File: config.mk
export PLATFORM = sky130hd
export DESIGN_NAME = stopwatch_ctrl
export DESIGN_NICKNAME = d
export VERILOG_FILES = /design/src/rtl/stopwatch_pkg.sv /design/src/rtl/stopwatch_edge.sv /design/src/rtl/stopwatch_ctrl.sv
export SDC_FILE = /design/constraint.sdc
export NUM_CORES = 1
export LEC_CHECK = 0
export BUFFER_PORTS_ARGS = -buffer_cell sky130_fd_sc_hd__buf_2
export CAP_MARGIN = 20
export CORE_UTILIZATION = 50
export CTS_BUF_LIST = sky130_fd_sc_hd__clkbuf_8
export CTS_CLUSTER_SIZE = 25
export DETAILED_ROUTE_END_ITERATION = 8
export PLACE_DENSITY = 0.72
export RECOVER_POWER = 25
export SETUP_SLACK_MARGIN = 0.3
export SYNTH_ARGS = -nofsm -noshare
export SYNTH_HDL_FRONTEND = slang
export SYNTH_SLANG_ARGS = --single-unit
File: constraint.sdc
create_clock -name clk -period 2.3 [get_ports clk]
set_input_delay 0.575 -clock clk [delete_from_list [all_inputs] [get_ports clk]]
set_output_delay 0.575 -clock clk [all_outputs]
set_load 0.005 [all_outputs]
File: src/rtl/stopwatch_pkg.sv
`default_nettype none
// +----------------------------------------------------------------------+
// | stopwatch_pkg: state type and counter defaults for stopwatch/display |
// | Revision: 1.0                                                        |
// +----------------------------------------------------------------------+
package stopwatch_pkg;

  localparam int unsigned CNT_W_DEFAULT     = 13;
  localparam int unsigned MAX_COUNT_DEFAULT = 5999;

  typedef enum logic [1:0] {
    ST_IDLE    = 2'd0,
    ST_RUNNING = 2'd1,
    ST_PAUSED  = 2'd2
  } sw_state_e;

endpackage
`default_nettype wire

File: src/rtl/stopwatch_edge.sv
`default_nettype none
// +----------------------------------------------------------------------+
// | stopwatch_edge: single-cycle press detector for a debounced button   |
// | Revision: 1.0                                                        |
// +----------------------------------------------------------------------+
module stopwatch_edge (
  input  logic clk,
  input  logic rst_n,
  input  logic btn_i,
  output logic press_o
);

  logic btn_q;

  // History resets high so a button held through reset is not seen as a press.
  always_ff @(posedge clk) begin
    if (!rst_n) btn_q <= 1'b1;
    else        btn_q <= btn_i;
  end

  assign press_o = btn_i & ~btn_q;

endmodule
`default_nettype wire

File: src/rtl/stopwatch_ctrl.sv
`default_nettype none
// +----------------------------------------------------------------------+
// | stopwatch_ctrl: run/pause/clear/lap control with 1 Hz seconds count  |
// | Revision: 1.0                                                        |
// +----------------------------------------------------------------------+
module stopwatch_ctrl
  import stopwatch_pkg::*;
#(
  parameter int unsigned CLK_HZ    = 100_000_000,
  parameter int unsigned CNT_W     = CNT_W_DEFAULT,
  parameter int unsigned MAX_COUNT = MAX_COUNT_DEFAULT
) (
  input  logic             clk,
  input  logic             rst_n,
  input  logic             btn_start_stop,
  input  logic             btn_clear,
  input  logic             btn_lap,
  output logic [CNT_W-1:0] count,
  output logic             running,
  output logic             lap_frozen,
  output logic             tick
);

  localparam int unsigned       PS_W    = $clog2(CLK_HZ);
  localparam logic [PS_W-1:0]   PS_LAST = PS_W'(CLK_HZ - 1);
  localparam logic [CNT_W-1:0]  SEC_MAX = CNT_W'(MAX_COUNT);

  logic ss_press, clr_press, lap_press;

  stopwatch_edge u_edge_ss  (.clk(clk), .rst_n(rst_n), .btn_i(btn_start_stop), .press_o(ss_press));
  stopwatch_edge u_edge_clr (.clk(clk), .rst_n(rst_n), .btn_i(btn_clear),      .press_o(clr_press));
  stopwatch_edge u_edge_lap (.clk(clk), .rst_n(rst_n), .btn_i(btn_lap),        .press_o(lap_press));

  sw_state_e        state_q, state_d;
  logic [CNT_W-1:0] sec_q, sec_d, lap_q, lap_d, sec_inc;
  logic [PS_W-1:0]  ps_q, ps_d;
  logic             frozen_q, frozen_d, tick_q, tick_d;

  assign sec_inc = sec_q + 1'b1;

  always_ff @(posedge clk) begin
    if (!rst_n) begin
      state_q  <= ST_IDLE;
      sec_q    <= '0;
      lap_q    <= '0;
      ps_q     <= '0;
      frozen_q <= 1'b0;
      tick_q   <= 1'b0;
    end else begin
      state_q  <= state_d;
      sec_q    <= sec_d;
      lap_q    <= lap_d;
      ps_q     <= ps_d;
      frozen_q <= frozen_d;
      tick_q   <= tick_d;
    end
  end

  always_comb begin
    state_d  = state_q;
    sec_d    = sec_q;
    lap_d    = lap_q;
    ps_d     = ps_q;
    frozen_d = frozen_q;
    tick_d   = 1'b0;
    if (clr_press) begin
      state_d  = ST_IDLE;
      sec_d    = '0;
      lap_d    = '0;
      ps_d     = '0;
      frozen_d = 1'b0;
    end else begin
      case (state_q)
        ST_IDLE: begin
          if (ss_press) state_d = ST_RUNNING;
        end
        ST_RUNNING: begin
          if (ps_q == PS_LAST) begin
            ps_d   = '0;
            sec_d  = sec_inc;
            tick_d = 1'b1;
          end else begin
            ps_d = ps_q + 1'b1;
          end
          // Reaching the ceiling pauses with the prescaler already wrapped to zero.
          if ((ps_q == PS_LAST && sec_inc == SEC_MAX) || ss_press) state_d = ST_PAUSED;
        end
        ST_PAUSED: begin
          if (ss_press && sec_q != SEC_MAX) state_d = ST_RUNNING;
        end
        default: state_d = ST_IDLE;
      endcase
      // Freeze captures the pre-increment seconds value.
      if (lap_press && state_q != ST_IDLE) begin
        frozen_d = ~frozen_q;
        if (!frozen_q) lap_d = sec_q;
      end
    end
  end

  always_comb begin
    count      = frozen_q ? lap_q : sec_q;
    running    = (state_q == ST_RUNNING);
    lap_frozen = frozen_q;
    tick       = tick_q;
  end

endmodule
`default_nettype wire

**Yosys cells after proc, flatten, opt, wreduce, memory -nomap -nowiden**

Index checks and enable logic that the tools add are counted.

- Register bits: 60
- Input port bits: 5

- Add/sub/neg operators: 2
- Equal/unequal tests: 8
- Mux-type cells: 7
- Bitwise logic cells: 9
- Reduce and logical (&&, ||, !) cells: 10

Operators with widths:

| cell | number |
|---|---|
| $add A27 B1 Y27 const B | 1 |
| $eq A27 B27 Y1 const B | 1 |
| $mux W27 | 1 |
| $add A13 B1 Y13 const B | 1 |
| $eq A13 B13 Y1 const B | 1 |
| $mux W13 | 1 |
| $ne A13 B13 Y1 const B | 1 |
| $mux W2 | 3 |
| $not A1 Y1 | 6 |
| $pmux W2 S3 | 1 |
| $ne A2 B2 Y1 const B | 2 |
| $and A1 B1 Y1 | 3 |
| $logic_and A1 B1 Y1 | 3 |
| $reduce_and A3 Y1 | 1 |
| $reduce_or A3 Y1 | 1 |
| $eq A2 B1 Y1 const B | 1 |
| $eq A2 B2 Y1 const B | 1 |
| $logic_not A2 Y1 | 1 |
| $ne A2 B1 Y1 const B | 1 |
| $reduce_and A2 Y1 | 1 |
| $reduce_bool A2 Y1 | 1 |
| $reduce_or A2 Y1 | 1 |
| $logic_or A1 B1 Y1 | 1 |
| $mux W1 | 1 |

**Logic depth before layout (Yosys ltp)**

- Word-level depth: 6
- Depth in mapped cells: 8
- Gate-level depth less buffers: 6

**Modules after synthesis**

From an unflattened synthesis, not the netlist that was laid out.

- Cell total of the unflattened synthesis: 333
- Area total of the unflattened synthesis: 2,925.3 µm²

By module, submodules not included:

| module | instances | cells each | area an instance (µm²) |
|---|---|---|---|
| stopwatch_ctrl | 1 | 324 | 2,805.2 |
| stopwatch_edge | 3 | 3 | 40.0 |

**Least setup slack after synthesis**

OpenSTA, ideal clock, no wires.

- Path type: reg2out
- Start point: register frozen_q (netlist: lap_frozen)
- End point: output count[1]
- Arrival: 1.301 ns
- Data required time: 1.725 ns
- Slack: 0.424 ns
- Stages on the path, launching flop included: 4
- Path through: dfxtp_1 > clkbuf_1 > buf_1 > mux2_2

- Cells in the longest elaborated chain, start to end: 1

Ends and longest elaborated chain:

| what | RTL line | source |
|---|---|---|
| start: declaration | stopwatch_ctrl.sv:37 | `logic frozen_q, frozen_d, tick_q, tick_d;` |
| start signal: assignment | stopwatch_ctrl.sv:54 | `frozen_q <= frozen_d;` |
| $mux W13 | n/a |  |
| end: declaration | stopwatch_ctrl.sv:18 | `output logic [CNT_W-1:0] count,` |

Every way passes these cells.

**Worst setup path in the final report**

- Start point: register ps_q[8]
- End point: register sec_q[12]

- Cells in the longest elaborated chain, start to end: 2

Ends and longest elaborated chain:

| what | RTL line | source |
|---|---|---|
| start: declaration | stopwatch_ctrl.sv:36 | `logic [PS_W-1:0] ps_q, ps_d;` |
| start signal: assignment | stopwatch_ctrl.sv:53 | `ps_q <= ps_d;` |
| $eq A27 B27 Y1 | stopwatch_ctrl.sv:78 | `if (ps_q == PS_LAST) begin` |
| $reduce_and A2 Y1 (no source line) | n/a |  |
| end signal: assignment | stopwatch_ctrl.sv:44 | `sec_q <= '0;` |
| end signal: assignment | stopwatch_ctrl.sv:51 | `sec_q <= sec_d;` |
| end: declaration | stopwatch_ctrl.sv:35 | `logic [CNT_W-1:0] sec_q, sec_d, lap_q, lap_d, sec_inc;` |

Every way passes these cells.
A chain may end at the register's enable or synchronous reset.

==> impl_summary.md <==
Status
The run finished with clean final reports.

Routing
The mean number of vias per cell is 5.46. In the final routed layout, each cell accounts on average for 13.7 µm. The remaining antenna violation count is 0. The detailed router placed 2,338 vias in this run. For this run, the detailed router's first-pass iteration total came to 4. After detailed routing, the total wire length is 5.86 mm. After the first detailed-routing iteration, the DRC count stood at 111. After detailed routing, the number of remaining DRC violations is 0.

CTS
The cell sitting at the root of the clock tree is a sky130_fd_sc_hd__clkbuf_8. The longest clock path from root to sink contains 2 buffers. After clock tree synthesis, the clock-pin slew on the worst setup and hold paths is 0.06 ns. The clock drives 60 sinks. The clock latency of the later-clocked register in the worst-skew pair is 0.33 ns. The count of H-tree levels built during CTS is 3. Hold repair after CTS inserted 0 buffers. Counting the buffers created by CTS gives 9. The CTS tree is done.

Timing
The number of failing hold endpoints at the final stage is 0. The worst pin sits at a relative slew slack of 30.8%. The max-slew violation count is 0. The part of the cycle the worst path needs is 83.7%. The routed design could run at a clock period as short as 1.92 ns. After layout, the worst setup slack is 0.375 ns.

The highest achievable clock rate is 0.520 GHz. Setup violations remaining at the end of the flow were counted as 0. Setup repair after global routing left no endpoint under its margin.

Adding up every negative setup slack in the final design gives 0 ns. Clock skew on the completed layout was measured at 0.00974 ns. For the pin with the worst max-slew slack, the measured transition is 1.04 ns.

Place
The placer's final routability congestion estimate is 0.796. Prior to clock tree synthesis, the placed netlist has a worst setup slack of 0.286 ns. The number of cells after detailed placement is 411. The total of buffers placed on input and output ports is 20. Summed over all nets, the half-perimeter wirelength after detailed placement is 3.91 mm.

Logic synthesis
In the synthesized netlist the async set-or-reset flop fraction comes to 0%. Averaged over all synthesized cells, the footprint is 8.89 µm². After synthesis, the cell types taking the most area are sky130_fd_sc_hd__dfxtp_1, sky130_fd_sc_hd__xor2_1, sky130_fd_sc_hd__nor2_1, sky130_fd_sc_hd__mux2i_1, sky130_fd_sc_hd__mux2_2. The post-synthesis cell area is 0.00292 mm². The net count after synthesis is 336.

During synthesis, Yosys emitted a total of 0 warnings. The most used flip-flop cell after synthesis is sky130_fd_sc_hd__dfxtp_1. Yosys mapped a number of flops with a built-in enable equal to 0.

The cell count after synthesis is 328. In this run, synthesis produced a sequential element count of 60. The largest area contributor in the netlist is sky130_fd_sc_hd__dfxtp_1. Sequential elements use 41.2% of the synthesized area. The post-synthesis cell type count is 43. Of the post-synthesis cell area, the dominant cell type holds 41.2%.

GRT
For this run the aggregate overflow at the end of global routing stands at 0. The pin count of the biggest net entering global routing is 28. The wire length of the first global-routing pass is 9.85 mm. The number of global-route vias before repair came to 2,156. For this run, the total global-route usage over all layers was measured as 20.6%.

The initial antenna violation count is 0.

Cells and area
The final-stage net count is 360. The synthesis-to-finish area growth is 15.4%. The count of antenna diodes in the layout is 0. The ratio of cells with drive above 1 in the final layout is 18.8%. Counting the fill cells in the layout gives 480. In the layout the commonest cells are sky130_fd_sc_hd__dfxtp_1, sky130_fd_sc_hd__nor2_1, sky130_fd_sc_hd__xor2_1.

The number of standard cells in the layout, taps in and fillers out is 428. The most common cell after layout, fill and taps aside is sky130_fd_sc_hd__dfxtp_1.

Power
For this design the ratio of total power to cell area is 610 mW/mm². The power after layout is 2.05 mW. The peak supply drop is 0.000384 V. The reported leakage power is 1.33 nW.

Critical path
The maximum fanout along the worst path is 8. The data required time of the critical path is 2.56 ns. STA classifies the critical path endpoint as a register. The kind of launch point of the worst setup path is a register. The worst register-to-register path has a setup slack of 0.38 ns. The arrival time at the worst endpoint is 2.19 ns. The critical path is of the reg2reg type.

Floorplan
The area enclosed by the die boundary is 0.00614 mm². The die outline height is 78.4 µm. 21 I/O pins were placed. The effective utilization at floorplan is 52.3%. The total number of placement rows is 27. The area of the placeable core is 0.00557 mm². The die span in x is 78.4 µm.

Flow run
The max-capacitance violation count is 0.

Hold path
The worst hold-check path type is in2reg.
==> per-stage QoR <==
step / utilization (%) / hold WS, ns / cell area, µm²
after detailed placement: 55.7 / 0.476 / 3110
after floorplan: - / 0.454 / 2920
after global routing: 60.4 / 0.448 / 3370
after CTS: 59.5 / 0.431 / 3310
final: 60.4 / 0.444 / 3370
after global placement: 55.7 / 0.466 / 3110
==> state kept, by name, summed over array words and instances (netlist names) <==
name,cells
lap_frozen,1
lap_q,13
ps_q,27
sec_q,13
state_q,2
tick,1
u_edge_clr.btn_q,1
u_edge_lap.btn_q,1
u_edge_ss.btn_q,1
==> synth_stat cells (3+ instances only) <==
library cell               instances
sky130_fd_sc_hd__dfxtp_1          60
sky130_fd_sc_hd__nor2_1           51
sky130_fd_sc_hd__xor2_1           23
sky130_fd_sc_hd__nand3_1          20
sky130_fd_sc_hd__nand2_1          19
sky130_fd_sc_hd__mux2i_1          15
sky130_fd_sc_hd__a21oi_1          13
sky130_fd_sc_hd__nand4_1          12
sky130_fd_sc_hd__o21ai_0          11
sky130_fd_sc_hd__mux2_2           10
sky130_fd_sc_hd__clkbuf_1          8
sky130_fd_sc_hd__inv_1             8
sky130_fd_sc_hd__xnor2_1           8
sky130_fd_sc_hd__and3_1            7
sky130_fd_sc_hd__buf_2             7
sky130_fd_sc_hd__and4_1            6
sky130_fd_sc_hd__or3_1             6
sky130_fd_sc_hd__nor3_1            4
sky130_fd_sc_hd__o31ai_1           4
sky130_fd_sc_hd__or4_1             4
sky130_fd_sc_hd__ha_1              3
sky130_fd_sc_hd__nand2b_1          3
==> path summary, 6_finish.rpt <==
kind         startpoint               end  cells after the start
max             ps_q[8]         sec_q[12]                      5
min             btn_lap  u_edge_lap.btn_q                      2
max reg2reg     ps_q[8]         sec_q[12]                      5
min reg2reg   lap_q[10]         lap_q[10]                      2
==> worst max-delay path: stages, from the launching register on <==
cell and delay (ns):
sky130_fd_sc_hd__dfxtp_1 0.36, sky130_fd_sc_hd__nand4b_2 0.30, sky130_fd_sc_hd__nor3_4 0.37, sky130_fd_sc_hd__nand4_4 0.18, sky130_fd_sc_hd__or4_1 0.49, sky130_fd_sc_hd__a21oi_1 0.16
==> final cells by class <==
cell class / instances / area, µm² / area share, %
multi-input combinational: 243 / 1660 / 49.2
sequential: 60 / 1200 / 35.7
timing repair buffer: 30 / 186 / 5.54
clock buffer: 12 / 165 / 4.91
tap: 72 / 90.1 / 2.68
clock inverter: 3 / 37.5 / 1.11
inverter: 8 / 30.0 / 0.892
==> logic make-up after synthesis <==
kind of cell,synth area share [%]
adders and majority gates,1.29
muxes,9.01
buffers and inverters,3.65
AOI/OAI and AO/OA,6.86
xor gates and xnor gates,9.31
and+or+nand+nor,28.7
DFF,41.2
==> power breakdown <==
| part | internal, mW | switching, mW | total [mW] |
|---|---|---|---|
| clock | 0.576 | 0.380 | 0.956 |
| combinational | 0.0178 | 0.0325 | 0.0503 |
| sequential | 1.04 | 0.00378 | 1.05 |
==> routing by layer <==
layer  routed length, µm  track usage [%]
met1                3020             27.3
met2                2580             31.8
met3                 178             5.58
met4                  79             7.78
met5                   0                0
==> timing repair <==
action                                  CTS  global route
endpoints found under the setup margin    2            46
pin swaps                                 0             1
setup buffers                             0             2
gates resized for setup                   1            10
cloned                                    0             0
(Power assumes the default switching activity.)
